===== config.mk =====
export PLATFORM = sky130hd
export DESIGN_NAME = uart_cmd_parser
export DESIGN_NICKNAME = d
export VERILOG_FILES = /design/src/rtl/uart_cmd_parser_pkg.sv /design/src/rtl/uart_byte_ack.sv /design/src/rtl/uart_cmd_parser.sv
export SDC_FILE = /design/constraint.sdc
export NUM_CORES = 1
export LEC_CHECK = 0
export BUFFER_PORTS_ARGS = -buffer_cell sky130_fd_sc_hd__buf_4
export CAP_MARGIN = 20
export CORE_ASPECT_RATIO = 1.4
export CORE_MARGIN = 2
export CORE_UTILIZATION = 30
export CTS_CLUSTER_DIAMETER = 40
export CTS_CLUSTER_SIZE = 30
export DETAILED_ROUTE_END_ITERATION = 10
export GPL_TIMING_DRIVEN = 0
export HOLD_SLACK_MARGIN = 0.02
export PLACE_DENSITY = 0.5
export SYNTH_ARGS = -nofsm -noshare
export SYNTH_HDL_FRONTEND = slang
export SYNTH_SLANG_ARGS = --single-unit

===== constraint.sdc =====
create_clock -name i_uart_clk -period 2.15 [get_ports i_uart_clk]
set_input_delay 0.43 -clock i_uart_clk [delete_from_list [all_inputs] [get_ports i_uart_clk]]
set_output_delay 0.43 -clock i_uart_clk [all_outputs]
set_load 0.01 [all_outputs]

===== src/rtl/uart_cmd_parser_pkg.sv =====
// Shared encodings for the UART command parser slice.
//   - Parser FSM state codes (HUNT, ADDR, LEN, DATA, CSUM, EMIT)
//   - Receiver acknowledge FSM state codes (WAIT, HOLD, DROP)
//   - Response bytes (ACK / NAK) and the default frame sync marker
package uart_cmd_parser_pkg;

  localparam logic [2:0] ST_HUNT = 3'd0;
  localparam logic [2:0] ST_ADDR = 3'd1;
  localparam logic [2:0] ST_LEN  = 3'd2;
  localparam logic [2:0] ST_DATA = 3'd3;
  localparam logic [2:0] ST_CSUM = 3'd4;
  localparam logic [2:0] ST_EMIT = 3'd5;

  localparam logic [1:0] ACK_WAIT = 2'd0;
  localparam logic [1:0] ACK_HOLD = 2'd1;
  localparam logic [1:0] ACK_DROP = 2'd2;

  localparam logic [7:0] ACK_BYTE          = 8'h06;
  localparam logic [7:0] NAK_BYTE          = 8'h15;
  localparam logic [7:0] DEFAULT_SYNC_BYTE = 8'hA5;

endpackage


===== src/rtl/uart_byte_ack.sv =====
// Four-phase acknowledge toward the UART byte receiver.
// Captures one byte per valid assertion and presents it to the parser with a
// one-cycle strobe. Capture is suppressed while i_hold is high, leaving the
// byte pending in the receiver.
// Ports:
//   i_uart_clk, i_rst_n : clock, asynchronous active-low reset
//   i_rx_byte, i_rx_valid : receiver byte and level valid
//   i_hold              : parser busy emitting, do not accept
//   o_rx_ready          : acknowledge, high for exactly one cycle per byte
//   o_byte_stb, o_byte  : captured byte and its one-cycle strobe
module uart_byte_ack
  import uart_cmd_parser_pkg::*;
(
  input  logic       i_uart_clk,
  input  logic       i_rst_n,
  input  logic [7:0] i_rx_byte,
  input  logic       i_rx_valid,
  input  logic       i_hold,
  output logic       o_rx_ready,
  output logic       o_byte_stb,
  output logic [7:0] o_byte
);

  logic [1:0] ack_state;
  logic [7:0] rx_byte_p0;
  logic       take;

  assign take = (ack_state == ACK_WAIT) && i_rx_valid && !i_hold;

  always_ff @(posedge i_uart_clk or negedge i_rst_n) begin
    if (!i_rst_n) begin
      ack_state <= ACK_WAIT;
    end else begin
      case (ack_state)
        ACK_WAIT: if (take) ack_state <= ACK_HOLD;
        ACK_HOLD: ack_state <= ACK_DROP;
        ACK_DROP: if (!i_rx_valid) ack_state <= ACK_WAIT;
        default:  ack_state <= ACK_WAIT;
      endcase
    end
  end

  // capture stage -> byte presented during HOLD
  always_ff @(posedge i_uart_clk) begin
    if (take) rx_byte_p0 <= i_rx_byte;
  end

  // Ready and strobe share the HOLD cycle so the parser sees each byte once.
  assign o_rx_ready = (ack_state == ACK_HOLD);
  assign o_byte_stb = (ack_state == ACK_HOLD);
  assign o_byte     = rx_byte_p0;

endmodule


===== src/rtl/uart_cmd_parser.sv =====
// Framed write-command parser behind the UART byte receiver.
// Frame: SYNC, ADDR, LEN (1..MAX_PAYLOAD), LEN payload bytes, XOR checksum
// over ADDR..payload. The payload is buffered and emitted as addr/data write
// beats only after the checksum matches.
// Optional feature macro CMD_PARSER_RESP_EN adds an ACK/NAK response request
// toward a UART transmitter (o_tx_byte, o_tx_start, i_tx_busy).
// Ports:
//   i_uart_clk, i_rst_n            : clock, asynchronous active-low reset
//   i_rx_byte, i_rx_valid, o_rx_ready : receiver four-phase handshake
//   o_wr_en, o_wr_addr, o_wr_data, i_wr_ready : write beat output
//   o_frame_ok, o_frame_err        : one-cycle per-frame status pulses
//   o_busy                         : parser not in HUNT
module uart_cmd_parser
  import uart_cmd_parser_pkg::*;
#(
  parameter int         MAX_PAYLOAD    = 16,
  parameter logic [7:0] SYNC_BYTE      = DEFAULT_SYNC_BYTE,
  parameter int         TIMEOUT_CYCLES = 2780
) (
  input  logic       i_uart_clk,
  input  logic       i_rst_n,
  input  logic [7:0] i_rx_byte,
  input  logic       i_rx_valid,
  output logic       o_rx_ready,
  output logic       o_wr_en,
  output logic [7:0] o_wr_addr,
  output logic [7:0] o_wr_data,
  input  logic       i_wr_ready,
  output logic       o_frame_ok,
  output logic       o_frame_err,
  output logic       o_busy
`ifdef CMD_PARSER_RESP_EN
  ,
  output logic [7:0] o_tx_byte,
  output logic       o_tx_start,
  input  logic       i_tx_busy
`endif
);

  localparam int IDX_W = $clog2(MAX_PAYLOAD + 1);
  localparam int PTR_W = $clog2(MAX_PAYLOAD);
  localparam int TMO_W = $clog2(TIMEOUT_CYCLES);

  localparam logic [7:0]       MAX_LEN  = 8'(MAX_PAYLOAD);
  // Registered error lands on the cycle the counter reaches TIMEOUT_CYCLES-1.
  localparam logic [TMO_W-1:0] TMO_LAST = TMO_W'(TIMEOUT_CYCLES - 2);

  logic [2:0]       p_state;
  logic [IDX_W-1:0] idx;
  logic [IDX_W-1:0] idx_inc;
  logic [IDX_W-1:0] len_q;
  logic [TMO_W-1:0] tmo_cnt;
  logic [7:0]       base_addr;
  logic [7:0]       csum;
  logic [7:0]       pld_buf [MAX_PAYLOAD];
  logic             frame_ok;
  logic             frame_err;

  logic             byte_stb;
  logic [7:0]       rx_byte;
  logic             emit;
  logic             in_frame;
  logic             last_beat;
  logic             len_ok;
  logic             tmo_hit;

  uart_byte_ack u_ack (
    .i_uart_clk (i_uart_clk),
    .i_rst_n    (i_rst_n),
    .i_rx_byte  (i_rx_byte),
    .i_rx_valid (i_rx_valid),
    .i_hold     (emit),
    .o_rx_ready (o_rx_ready),
    .o_byte_stb (byte_stb),
    .o_byte     (rx_byte)
  );

  assign emit      = (p_state == ST_EMIT);
  assign in_frame  = (p_state == ST_ADDR) || (p_state == ST_LEN) ||
                     (p_state == ST_DATA) || (p_state == ST_CSUM);
  assign idx_inc   = idx + IDX_W'(1);
  assign last_beat = (idx_inc == len_q);
  assign len_ok    = (rx_byte != 8'd0) && (rx_byte <= MAX_LEN);
  assign tmo_hit   = in_frame && !byte_stb && (tmo_cnt == TMO_LAST);

  // parse stage: control state
  always_ff @(posedge i_uart_clk or negedge i_rst_n) begin
    if (!i_rst_n) begin
      p_state   <= ST_HUNT;
      idx       <= '0;
      tmo_cnt   <= '0;
      frame_ok  <= 1'b0;
      frame_err <= 1'b0;
    end else begin
      frame_ok  <= 1'b0;
      frame_err <= 1'b0;

      if (byte_stb || !in_frame) tmo_cnt <= '0;
      else                       tmo_cnt <= tmo_cnt + TMO_W'(1);

      case (p_state)
        ST_HUNT: if (byte_stb && rx_byte == SYNC_BYTE) p_state <= ST_ADDR;
        ST_ADDR: if (byte_stb) p_state <= ST_LEN;
        ST_LEN: begin
          if (byte_stb) begin
            if (len_ok) begin
              idx     <= '0;
              p_state <= ST_DATA;
            end else begin
              frame_err <= 1'b1;
              p_state   <= ST_HUNT;
            end
          end
        end
        ST_DATA: begin
          if (byte_stb) begin
            idx <= idx_inc;
            if (last_beat) p_state <= ST_CSUM;
          end
        end
        ST_CSUM: begin
          if (byte_stb) begin
            if (rx_byte == csum) begin
              idx     <= '0;
              p_state <= ST_EMIT;
            end else begin
              frame_err <= 1'b1;
              p_state   <= ST_HUNT;
            end
          end
        end
        ST_EMIT: begin
          if (i_wr_ready) begin
            if (last_beat) begin
              frame_ok <= 1'b1;
              p_state  <= ST_HUNT;
            end else begin
              idx <= idx_inc;
            end
          end
        end
        default: p_state <= ST_HUNT;
      endcase

      if (tmo_hit) begin
        frame_err <= 1'b1;
        p_state   <= ST_HUNT;
      end
    end
  end

  // parse stage: frame data (address, length, checksum, payload)
  always_ff @(posedge i_uart_clk) begin
    if (byte_stb) begin
      case (p_state)
        ST_ADDR: begin
          base_addr <= rx_byte;
          csum      <= rx_byte;
        end
        ST_LEN: begin
          len_q <= rx_byte[IDX_W-1:0];
          csum  <= csum ^ rx_byte;
        end
        ST_DATA: begin
          pld_buf[idx[PTR_W-1:0]] <= rx_byte;
          csum                    <= csum ^ rx_byte;
        end
        default: ;
      endcase
    end
  end

  // emit stage
  assign o_wr_en     = emit;
  assign o_wr_addr   = emit ? (base_addr + 8'(idx)) : 8'd0;
  assign o_wr_data   = emit ? pld_buf[idx[PTR_W-1:0]] : 8'd0;
  assign o_frame_ok  = frame_ok;
  assign o_frame_err = frame_err;
  assign o_busy      = (p_state != ST_HUNT);

`ifdef CMD_PARSER_RESP_EN
  logic resp_pend;
  logic resp_nak;
  logic tx_start;

  // A newer status overwrites a pending one; sending waits for an idle tx.
  always_ff @(posedge i_uart_clk or negedge i_rst_n) begin
    if (!i_rst_n) begin
      resp_pend <= 1'b0;
      tx_start  <= 1'b0;
    end else begin
      tx_start <= 1'b0;
      if (frame_ok || frame_err) begin
        resp_pend <= 1'b1;
      end else if (resp_pend && !i_tx_busy) begin
        tx_start  <= 1'b1;
        resp_pend <= 1'b0;
      end
    end
  end

  always_ff @(posedge i_uart_clk) begin
    if (frame_ok || frame_err) resp_nak <= frame_err;
  end

  assign o_tx_start = tx_start;
  assign o_tx_byte  = tx_start ? (resp_nak ? NAK_BYTE : ACK_BYTE) : 8'd0;
`endif

endmodule


### Word-level counts from Yosys, hierarchy flattened

Memory sizes are Yosys's and may differ from the RTL's.
Index checks and enable logic that the tools add are counted.

* add/sub/neg operators: 3
* order comparisons: 1
* eq/ne operators: 28
* mux-type cells: 39
* bitwise operators: 1
* reductions and logical operators: 26

Operators by type and width (count)
* 5-bit 2-to-1 mux: 7
* 3-bit 2-to-1 mux: 10
* 5-bit one-hot mux with 4 select lines: 1
* 3-bit != test (second input constant): 6
* 3-bit one-hot mux with 6 select lines: 1
* 8-bit 2-to-1 mux: 2
* 8-bit one-hot mux with 2 select lines: 1
* 8-bit AND reduction: 2
* 2-bit != test (second input constant): 7
* 12-bit by 1-bit adder with 12-bit output (second input constant): 1
* 12-bit == test (second input constant): 1
* 12-bit 2-to-1 mux: 1
* 1-bit 2-to-1 mux: 11
* 8-bit by 5-bit adder with 8-bit output: 1
* 8-bit == test: 1
* 8-bit == test (second input constant): 1
* 8-bit by 5-bit less-or-equal comparator with 1-bit output (second input constant): 1
* 2-bit AND reduction: 4
* 8-bit nonzero test: 1
* 8-bit XOR: 1
* 3-bit by 2-bit == test with 1-bit output (second input constant): 2
* 3-bit == test (second input constant): 2
* 1-bit logical AND: 6
* 2-bit 2-to-1 mux: 3
* other kinds (18): 24

* register bits after elaboration: 53
* RAM bits: 128
* output and inout bits: 21
* word-level logic and storage cells: 109
* memories: 1

Memory list
* pld_buf: depth 16, width 8, read ports 1, clocked after Yosys merged registers in 0, write ports 1, RTL line uart_cmd_parser.sv:55 `logic [7:0] pld_buf [MAX_PAYLOAD];`

### Depth between registers and ports, before layout

* depth in word-level cells: 8
* gate-level depth with buffers: 10
* gate-level depth less buffers: 8

### Hierarchy

Synthesis repeated with hierarchy kept, for this count alone.

* cell total of the unflattened synthesis: 462
* area, all modules: 7927.6 sq um

Modules (own cells, without submodules)
* uart_cmd_parser: times used 1, cells each 446, area an instance 7589.8 sq um
* uart_byte_ack: times used 1, cells each 16, area an instance 337.8 sq um

### Worst setup path before layout

OpenSTA, ideal clock, no wires.

* kind: flip-flop to flip-flop
* start: reg p_state[2]
* end: reg u_ack.rx_byte_p0[0], in the netlist u_ack.o_byte[0] (enable)
* library setup time: 0.398 ns
* arrival: 1.980 ns
* path slack: -0.228 ns
* stages on the path, launching flop included: 7
* clock period less this slack: 2.378 ns
* cell sequence: dfrtp_1 buf_4 nor2b_1 nand2_2 inv_1 buf_6 nor4b_1

* cells in the longest elaborated chain, start to end: 3

Ends and longest elaborated chain
* from (decl): RTL line uart_cmd_parser.sv:48 `logic [2:0] p_state;`
* from (signal assigned): RTL line uart_cmd_parser.sv:89 `p_state <= ST_HUNT;`
* from (signal assigned): RTL line uart_cmd_parser.sv:102 `ST_HUNT: if (byte_stb && rx_byte == SYNC_BYTE) p_state <= ST_ADDR;`
* from (signal assigned): RTL line uart_cmd_parser.sv:103 `ST_ADDR: if (byte_stb) p_state <= ST_LEN;`
* 3-bit == test: RTL line uart_cmd_parser.sv:78 `assign emit = (p_state == ST_EMIT);`
* named net o_wr_en: RTL line uart_cmd_parser.sv:25 `output logic o_wr_en,`
* 1-bit zero test: RTL line uart_byte_ack.sv:28 `assign take = (ack_state == ACK_WAIT) && i_rx_valid && !i_hold;`
* 1-bit logical AND: RTL line uart_byte_ack.sv:28
* named net u_ack.take: RTL line uart_byte_ack.sv:26 `logic take;`
* to (signal assigned): RTL line uart_byte_ack.sv:45 `if (take) rx_byte_p0 <= i_rx_byte;`
* to (decl): RTL line uart_byte_ack.sv:25 `logic [7:0] rx_byte_p0;`

The timed path passes the listed nets, and every way through them passes these cells.
A chain may end at the register's enable or synchronous reset.

### Worst setup path after layout

* start: reg idx[0]
* end: out o_wr_data[3]

* cells in the longest elaborated chain, start to end: 2

Ends and longest elaborated chain
* from (decl): RTL line uart_cmd_parser.sv:49 `logic [IDX_W-1:0] idx;`
* from (signal assigned): RTL line uart_cmd_parser.sv:117 `idx <= idx_inc;`
* from (signal assigned): RTL line uart_cmd_parser.sv:138 `idx <= idx_inc;`
* memory read 16 x 8 bit
* 8-bit 2-to-1 mux: RTL line uart_cmd_parser.sv:176 `assign o_wr_data = emit ? pld_buf[idx[PTR_W-1:0]] : 8'd0;`
* to (decl): RTL line uart_cmd_parser.sv:27 `output logic [7:0] o_wr_data,`

Every way passes these cells.

==> out/summary.txt <==
===========================================================================================
Result of the run ............................................................ finished, violations left
Violations in the final reports .............................................. setup timing
Total via count after detailed routing .......................................         4421
Kind of critical path ........................................................ flop to output pin
Critical register-to-register path startpoint ................................ idx[0]$_DFFE_PN0P_
Wirelength, routed ...........................................................     19400 um
Power density of the placed cells ............................................ 1100 nW/um^2
Slack of the worst reg-to-reg path ...........................................      -290 ps
Port Buffers .................................................................           32
Internal power component .....................................................      7.61 mW
Ports placed on the boundary .................................................           33
Post-synthesis register bit count ............................................          181
Maximum clock skew at final layout ...........................................      9.13 ps
Ranking of synthesized cells by area ......................................... edfxtp_1, dfrtp_1, mux4_2, mux4_1, xor2_1
Worst Slack Setup Final ......................................................      -783 ps
Fraction of the yosys area taken by sequential cells .........................        67.1%
Worst hold path startpoint ................................................... i_rx_byte[4]
Switching Fraction ...........................................................        31.5%
Total inserted antenna cells .................................................            0
Instance count of the mapped netlist .........................................          463
Final non-filler cell area ...................................................   10100 um^2
Instance area at placement ...................................................    8600 um^2
Post-route setup TNS .........................................................    -10980 ps
Largest area contributor in the netlist ......................................     edfxtp_1
Signed area change from the synthesized netlist to the final layout ..........        27.2%
Global-route total usage across every layer ..................................        14.4%
Worst Hold Depth .............................................................            1
Number of standard cells in the layout, taps in and fillers out ..............          903
Count of pins over their slew limit ..........................................            0
Worst min-delay path endpoint ................................................ u_ack.o_byte[4]$_DFFE_PP_
Synth unique cells ...........................................................           57
# fillers ....................................................................         2360
Wire length of the first global-routing pass .................................     28700 um
Max Clk Rate .................................................................      341 MHz
Clock buffer count from CTS ..................................................           17
Critical Path RT .............................................................      1720 ps
Remaining number of nets flagged by the antenna check after routing ..........            0
Reg clk slew, reported paths .................................................        70 ps
Remaining max-slew budget at the tightest pin ................................        56.1%
Total number of yosys warnings ...............................................            0
Worst-case clock buffer depth ................................................            2
Kind of end point of the critical path .......................................   output pin
Portion of total power attributed to the clock network .......................        27.4%
Startpoint type of the worst setup path ......................................         flop
Initial antenna violation count ..............................................            0
DR vias/cell .................................................................         4.90
Inst Count DP ................................................................          819
Dominant register cell in the synthesized netlist ............................     edfxtp_1
Share of the cycle needed by the critical path after routing .................         136%
Combinational share of power .................................................        32.8%
Portion of total power attributed to sequential cells ........................        39.7%
RSZ-0062 raised after global routing .........................................         true
Worst setup path start ....................................................... idx[0]$_DFFE_PN0P_
TritonCTS Sinks ..............................................................          181
Maximum number of pins on one net before global-route repair .................           25
Post-synthesis cell area .....................................................    7920 um^2
Share of flip-flops with an asynchronous set or reset ........................        13.3%
Grt ovf ......................................................................            0
Number of design-rule violations left by the first detailed-router iteration .          351
Routed length per instance ...................................................      21.5 um
TritonRoute pass-1 iters .....................................................            6
Area of the multi-input gates ................................................    2730 um^2
Number of failing setup endpoints in the final timing report .................           23
Net switching component of the power .........................................      3.50 mW
Maximum fanout along the worst path ..........................................           10
Number of H-tree levels ......................................................            4
Worst min-delay path class ................................................... primary input to flop
Storage cell area ............................................................    5320 um^2
Number of cells on the worst reg-to-reg path .................................           12
Fraction of final layout cells sized beyond drive strength 1 .................        39.9%
Clock tree root buffer cell ..................................................    clkbuf_16
Data arrival at the endpoint of the critical path ............................      2500 ps
Starting Density .............................................................        30.5%
Die Outline Area .............................................................   27700 um^2
Yosys top cell area share ....................................................        59.5%
Worst IR drop on VDD .........................................................     0.537 mV
Standard-cell rows ...........................................................           70
Transition time at the pin with the least slew margin ........................       658 ps
Post-Synthesis Mean Instance Area ............................................    17.1 um^2
Number of remaining DRC errors ...............................................            0
Clock latency reported for the late side of the worst-skew pair ..............       440 ps
Final Hold Vio Count .........................................................            0
Time the worst path needs with I/O delays and setup ..........................      2930 ps
Via count of the first global-routing pass ...................................         4600
Clock tree from TritonCTS ....................................................         done
Die Width ....................................................................       141 um
Gp weighted congestion .......................................................        0.807
Nets in the synthesized netlist ..............................................          488
Area of the core .............................................................   26000 um^2
Total half-perimeter wirelength after legalization and detailed placement ....     11600 um
Total leakage power ..........................................................      3.41 nW
End of the worst register-to-register path ................................... idx[2]$_DFFE_PN0P_
Post-synth EDFFs .............................................................          157
Maximum capacitance violations ...............................................            0
Count of nets after finishing ................................................          591
Vertical die dimension .......................................................       196 um
===========================================================================================
power by group through the flow:
stage,clock network (mW),registers [mW],logic (mW)
floorplan,0,4.46,1.92
global placement,0,4.62,2.59
detailed placement,0,4.64,2.63
CTS,3.10,4.43,3.37
global route,3.25,4.43,3.92
finish,3.05,4.41,3.65
synthesized netlist by cell type (2+ instances only):
cell type	n
a2111oi_4	2
a21o_1	2
a21oi_1	7
a31oi_1	3
and2_1	10
and3_1	6
buf_1	2
buf_2	5
buf_4	4
buf_6	4
clkbuf_1	3
dfrtp_1	24
edfxtp_1	157
ha_1	12
inv_1	9
mux4_1	18
mux4_2	22
nand2_1	24
nand2b_1	5
nand3_1	11
nand3b_1	2
nor2_1	38
nor2b_1	6
nor3_1	7
nor4_1	3
nor4b_1	2
nor4bb_1	2
o211ai_1	3
o21ai_0	5
o21ai_1	2
o21bai_1	2
or3_1	2
or4_1	2
xnor2_1	14
xor2_1	21
worst max path at each step:
stage / end / depth (start not counted)
floorplan: o_wr_data[0] / 5
global placement: o_wr_data[0] / 6
detailed placement: pld_buf[7][5]$_DFFE_PP_ / 6
CTS: o_wr_data[7] / 6
global route: o_wr_data[3] / 6
finish: o_wr_data[3] / 6
layout by cell type (no fill, tap or decap), drive strengths merged, types with 12 or more instances in the layout:
cell / count
clkbuf: 24
nand2: 25
mux4: 40
xnor2: 15
buf: 98
nand3: 12
dfrtp: 24
nor2: 38
edfxtp: 157
xor2: 21
ha: 12
inv: 15
worst max-delay path: stages (launching register included):
cell and delay [ps]:
dfrtp_2 410, buf_12 150, buf_12 150, mux4_2 550, mux4_2 490, and2_4 170
buf_4 130
layer usage:
metal | part of all wire, % | up-vias | GRT usage [%]
met5 | 0 | - | 0
met4 | 2.6 | 0 | 5.56
met3 | 3.3 | 26 | 2.47
met2 | 58 | 106 | 27.8
met1 | 36 | 2293 | 15.4
li1 | - | 1996 | -
metrics by stage:
step	hold slack (ps)	setup slack (ps)	total power [mW]	utilization [%]
after floorplan	134	-134	6.38	-
after global placement	353	-540	7.21	33.1
after detailed placement	356	-612	7.27	33.1
after CTS	158	-810	10.9	37.7
after global routing	146	-853	11.6	38.7
final	172	-783	11.1	38.7
flip-flops by register name, indices dropped and copies added (netlist names):
register / count
tmo_cnt: 12
p_state: 3
o_frame_ok: 1
pld_buf: 128
csum: 8
u_ack.o_byte: 8
u_ack.ack_state: 2
base_addr: 8
idx: 5
len_q: 5
o_frame_err: 1
layout make-up:
cell class	instances	share of cell area, %
clock inverter	13	1.39
clock buffer	19	4.30
sequential	181	52.8
inverter	9	0.397
buffer	20	2.00
timing repair buffer	84	8.08
tap	324	4.02
multi-input combinational	253	27.0
cell families after synthesis:
| group | after synthesis | share of synthesized area, % |
|---|---|---|
| fa+ha+maj | 13 | 2.15 |
| mux | 41 | 12.4 |
| flops | 181 | 67.1 |
| xor+xnor | 36 | 4.08 |
| buf+inv | 29 | 2.37 |
| compound gates | 37 | 3.82 |
| simple gates | 126 | 8.13 |
what timing repair did:
item	in CTS	in global routing
pin swaps	27	13
endpoints found under the setup margin	171	145
resized for setup	87	31
gates cloned	0	1
hold endpoints to repair	24	0
hold buffers	1	0
buffers inserted	36	14
(Power assumes the default switching activity.)
